### config.mk
export PLATFORM = sky130hd
export DESIGN_NAME = car_lane
export DESIGN_NICKNAME = d
export VERILOG_FILES = /design/src/rtl/car_lane.sv
export SDC_FILE = /design/constraint.sdc
export NUM_CORES = 1
export LEC_CHECK = 0
export CELL_PAD_IN_SITES_DETAIL_PLACEMENT = 0
export CELL_PAD_IN_SITES_GLOBAL_PLACEMENT = 2
export CORE_UTILIZATION = 27
export CTS_CLUSTER_SIZE = 8
export DETAILED_ROUTE_END_ITERATION = 16
export GPL_TIMING_DRIVEN = 0
export MAX_ROUTING_LAYER = met4
export PLACE_DENSITY_LB_ADDON = 0.1
export SLEW_MARGIN = 20
export SYNTH_ARGS = -nofsm -noshare
export SYNTH_HDL_FRONTEND = slang
export SYNTH_SLANG_ARGS = --single-unit
### constraint.sdc
create_clock -name clk -period 2 [get_ports clk]
set_input_delay 0.2 -clock clk [delete_from_list [all_inputs] [get_ports clk]]
set_output_delay 0.2 -clock clk [all_outputs]
set_load 0.1 [all_outputs]
### src/rtl/car_lane.sv
// car_lane: one road row of the Frogger LED matrix.
//
// Shows one lit column every PERIOD columns and rotates that pattern by one column per step.
// Steps come from an internal tick counter whose terminal count is chosen at run time by
// speed. The lane can be paused, and a hit freezes it blank (game over) until reset.
//
// Ports:
//   clk    - system clock, all state changes on posedge
//   reset  - synchronous, active-high reset
//   hit    - collision with the frog, level-sampled every clock
//   pause  - 1 holds the tick counter and phase
//   speed  - step rate select, 0 slowest .. 3 fastest
//   pixels - lit-column vector, bit WIDTH-1 is the leftmost column
//   phase  - current pattern phase
//   dead   - 1 while the lane is in the game-over state
module car_lane #(
  parameter int unsigned WIDTH       = 16,
  parameter int unsigned PERIOD      = 4,
  parameter int unsigned TICK_WIDTH  = 10,
  parameter bit          DIR         = 1'b0,
  parameter int unsigned RESET_PHASE = 2,
  localparam int unsigned PW         = (PERIOD > 2) ? $clog2(PERIOD) : 1
) (
  input  logic             clk,
  input  logic             reset,
  input  logic             hit,
  input  logic             pause,
  input  logic [1:0]       speed,
  output logic [WIDTH-1:0] pixels,
  output logic [PW-1:0]    phase,
  output logic             dead
);

  typedef enum logic [0:0] {StRun, StGg} state_e;

  state_e                state_q;
  logic [TICK_WIDTH-1:0] tick_q;
  logic [PW-1:0]         phase_q;
  logic [TICK_WIDTH-1:0] term;
  logic [PW-1:0]         phase_next;

  // (2^TW >> speed) - 1 equals the all-ones value shifted right by speed, since TW >= 4.
  assign term = {TICK_WIDTH{1'b1}} >> speed;

  // Phase stays within 0..PERIOD-1 by explicit wrap in both directions.
  always_comb begin
    phase_next = phase_q;
    if (DIR) begin
      phase_next = (phase_q == PW'(PERIOD - 1)) ? '0 : phase_q + 1'b1;
    end else begin
      phase_next = (phase_q == '0) ? PW'(PERIOD - 1) : phase_q - 1'b1;
    end
  end

  always_ff @(posedge clk) begin
    if (reset) begin
      state_q <= StRun;
      tick_q  <= '0;
      phase_q <= PW'(RESET_PHASE);
    end else begin
      unique case (state_q)
        StRun: begin
          // Hit wins over a coincident step: phase is left untouched on that edge.
          if (hit) begin
            state_q <= StGg;
          end else if (!pause) begin
            // Compare with >= so a speed change to a smaller count steps immediately.
            if (tick_q >= term) begin
              tick_q  <= '0;
              phase_q <= phase_next;
            end else begin
              tick_q <= tick_q + 1'b1;
            end
          end
        end
        StGg: begin
          state_q <= StGg;
        end
        default: begin
          state_q <= StRun;
        end
      endcase
    end
  end

  always_comb begin
    pixels = '0;
    if (state_q == StRun) begin
      for (int i = 0; i < int'(WIDTH); i++) begin
        pixels[i] = ((int'(WIDTH) - 1 - i) % int'(PERIOD)) == int'(phase_q);
      end
    end
  end

  assign phase = phase_q;
  assign dead  = (state_q == StGg);

endmodule

==> impl_metrics.env <==
export IMPL_yosysSeqAreaShare_pct=30.1
export IMPL_crit_chain="inv_1 > ha_1 > and2b_2 > buf_4 > clkdlybuf4s15_2"
export IMPL_start_util_pct=28.4
export IMPL_synth_area_um2=866
export IMPL_r2r_end="tick_q[0]"
export IMPL_clock_latency_ns=0.28
export IMPL_status="finished, final reports clean"
export IMPL_ios=25
export IMPL_r2r_setup_slack_ns=0.32
export IMPL_hold_viol=0
export IMPL_vias=665
export IMPL_arrival_ns=1.67
export IMPL_pwr_density_cell_nw_per_um2=452
export IMPL_hold_worst_slack_ns=0.490
export IMPL_grt_first_pass_wirelength_um=2700
export IMPL_hold_start="tick_q[1]"
export IMPL_wl_um=1620
export IMPL_vias_per_cell=3.93
export IMPL_rsz0062_at_grt="false"
export IMPL_port_buffers=24
export IMPL_fmax_mhz=534
export IMPL_relSlewSlack_pct=36.0
export IMPL_ant_nets=0
export IMPL_multi_input_area_um2=500
export IMPL_fp_dieW_um=58.6
export IMPL_cpMaxStageDelayCell="clkdlybuf4s15_2"
export IMPL_final_layout_size_suffix_gt1_share_pct=38.4
export IMPL_fp_coreArea_um2=3050
export IMPL_syn_instance_count=97
export IMPL_worst_pin_slew_ns=0.964
export IMPL_finalNetCount=140
export IMPL_worst_ir_drop_vdd_v=0.000237
export IMPL_cts_htree_levels=1
export IMPL_reg2reg_from="dead"
export IMPL_path_max_fanout=5
export IMPL_clkPwrFrac_pct=30.1
export IMPL_die_area_um2=3440
export IMPL_p_sw_w=0.000168
export IMPL_postCtsSetupBuffers=0
export IMPL_syn_num_nets=111
export IMPL_drc=0
export IMPL_antenna_cells=0
export IMPL_p_seq_share_pct=49.9
export IMPL_synth_seq_cells=13
export IMPL_min_path_type="reg2reg"
export IMPL_post_route_min_period_ns=1.87
export IMPL_postSynthAreaPerCell_um2=8.93
export IMPL_yosys_warnings=0
export IMPL_post_route_period_util_pct=93.5
export IMPL_combPwrFrac_pct=20.0
export IMPL_grt_max_degree=11
export IMPL_min_to="tick_q[1]"
export IMPL_p_int_w=0.000368
export IMPL_dieHeight_um=58.6
export IMPL_numCtsBuffers=3
export IMPL_grt_antenna_before_repair=0
export IMPL_critical_path_max_stage_delay_ns=0.45
export IMPL_dr_pass1_iters=4
export IMPL_routedWlPerCell_um=9.56
export IMPL_cp_end_kind="output port"
export IMPL_drt_first_iter_violations=12
export IMPL_grt_overflow_total=0
export IMPL_cts_max_path_buffers=2
export IMPL_critical_path_class="reg2out"
export IMPL_grt_use_total_pct=11.0
export IMPL_static_leakage_power_nw=0.530
export IMPL_cts_root_buf="clkbuf_4"
export IMPL_skew_ns=0.00696
export IMPL_switching_share_pct=31.3
export IMPL_critical_path_top_delay_family="buffers and inverters"
export IMPL_num_rows=20
export IMPL_dp_hpwl_um=1320
export IMPL_cts_tree="done"
export IMPL_fillers=344
export IMPL_final_util_pct=38.9
export IMPL_worst_r2r_path_depth=4
export IMPL_clock_sinks=13
export IMPL_maxCapViolCount=0
export IMPL_cts_hold_buffers=0
export IMPL_worst_path_buf_inv=3
export IMPL_synth_cell_types=27
export IMPL_clk_pin_slew_ns=0.08
export IMPL_register_area_um2=264
export IMPL_placed_cell_area_um2=1170
export IMPL_syn_to_final_growth_pct=37.1
export IMPL_fin_area_um2=1190
export IMPL_total_power_w=0.000536
export IMPL_maxSlewViolCount=0
export IMPL_required_ns=1.80
export IMPL_final_cell_mix="nor2_1 (12), buf_4 (12), clkdlybuf4s15_2 (10), dfxtp_1 (10), ha_1 (8)"
export IMPL_grt_pass1_vias=603
export IMPL_holdPathStages=2
export IMPL_place_gp_congestion=0.701
export IMPL_setup_viol=0
export IMPL_startpoint_type="register"
[layer usage]
| metal | vias up | global-route usage (%) | routed length (um) |
|---|---|---|---|
| met5 | - | - | 0 |
| met4 | 0 | 7.14 | 18 |
| met3 | 2 | 2.64 | 54 |
| met2 | 11 | 15.4 | 710 |
| met1 | 287 | 13.9 | 831 |
| li1 | 365 | - | - |
[kinds of logic (layout without fill, tap and decap cells)]
logic type,after synthesis,count (layout),synth area share [%]
DFF,13,13,30.1
and+or+nand+nor,41,41,28.6
muxes,1,1,1.16
AOI/OAI and AO/OA,7,7,5.49
adders and majority gates,8,8,11.6
xor gates and xnor gates,9,9,9.10
buffers and inverters,18,46,14.0
[through the flow]
step | instances | setup TNS [ns] | setup WS [ns]
floorplan | 97 | 0 | 0.0251
global placement | 165 | -3.89 | -0.212
detailed placement | 165 | -4.21 | -0.211
CTS | 169 | 0 | 0.0609
global route | 169 | 0 | 0.00368
finish | 169 | 0 | 0.129
[synth_stat cells]
master / number / area [um^2]
mux2i_1: 1 / 10.0
nor2_1: 13 / 48.8
nand4_1: 1 / 6.26
a211oi_1: 1 / 7.51
dfxtp_1: 13 / 260
xnor2_1: 7 / 61.3
buf_6: 1 / 11.3
nand3_1: 4 / 20.0
ha_1: 8 / 100
nor2b_1: 1 / 6.26
o21ai_1: 1 / 5.00
a211o_1: 1 / 8.76
inv_1: 4 / 15.0
buf_2: 1 / 5.00
nand4_4: 1 / 21.3
or3_1: 1 / 6.26
and2b_2: 3 / 26.3
nor4_4: 2 / 42.5
and2_1: 1 / 6.26
o2111a_1: 1 / 11.3
buf_4: 12 / 90.1
xor2_1: 2 / 17.5
or2_2: 1 / 6.26
nand2_1: 7 / 26.3
nor2_2: 1 / 6.26
a21oi_1: 3 / 15.0
nor3_1: 5 / 25.0
[how the worst max path moves through the flow]
stage / from / to / slack, ns / depth (start not counted)
after floorplan: phase[1] / pixels[12] / 0.03 / 3
after global placement: phase[0] / pixels[7] / -0.21 / 6
after detailed placement: speed[1] / tick_q[0] / -0.21 / 8
after CTS: phase[0] / pixels[15] / 0.06 / 6
after global routing: speed[1] / tick_q[1] / 0.004 / 8
final: phase[1] / pixels[14] / 0.13 / 5
[worst min-delay path: cells and delay by family, from the launching register on]
family | cells | cell delay [ns]
flip-flops | 1 | 0.33
AND/OR/NAND/NOR | 1 | 0.06
AO/OA/AOI/OAI | 1 | 0.06
[sequential cells by signal, summed over array words and instances, names as in the netlist]
register  cells
dead          1
tick_q       10
phase         2
[power by group through the flow]
stage / registers [W] / clock network (W) / logic [W]
CTS: 0.000268 / 0.000176 / 0.000111
finish: 0.000268 / 0.000161 / 0.000107
global route: 0.000268 / 0.000192 / 0.000114
detailed placement: 0.000274 / 0 / 0.000113
floorplan: 0.000283 / 0 / 0.0000728
global placement: 0.000274 / 0 / 0.000113
[final cells by class]
type | count | area share [%]
Multi-Input combinational cell | 66 | 42.1
Timing Repair Buffer | 24 | 18.4
Sequential cell | 13 | 22.2
Clock buffer | 3 | 1.90
Tap cell | 44 | 4.64
Inverter | 4 | 1.26
Clock inverter | 1 | 0.421
Buffer | 14 | 8.96
[repair_timing]
action / in CTS / in global routing
pin swaps: 0 / 0
endpoints found under the setup margin: 19 / 16
resized for setup: 51 / 14
gates cloned: 0 / 0
Power figures use the tool's default switching activity.
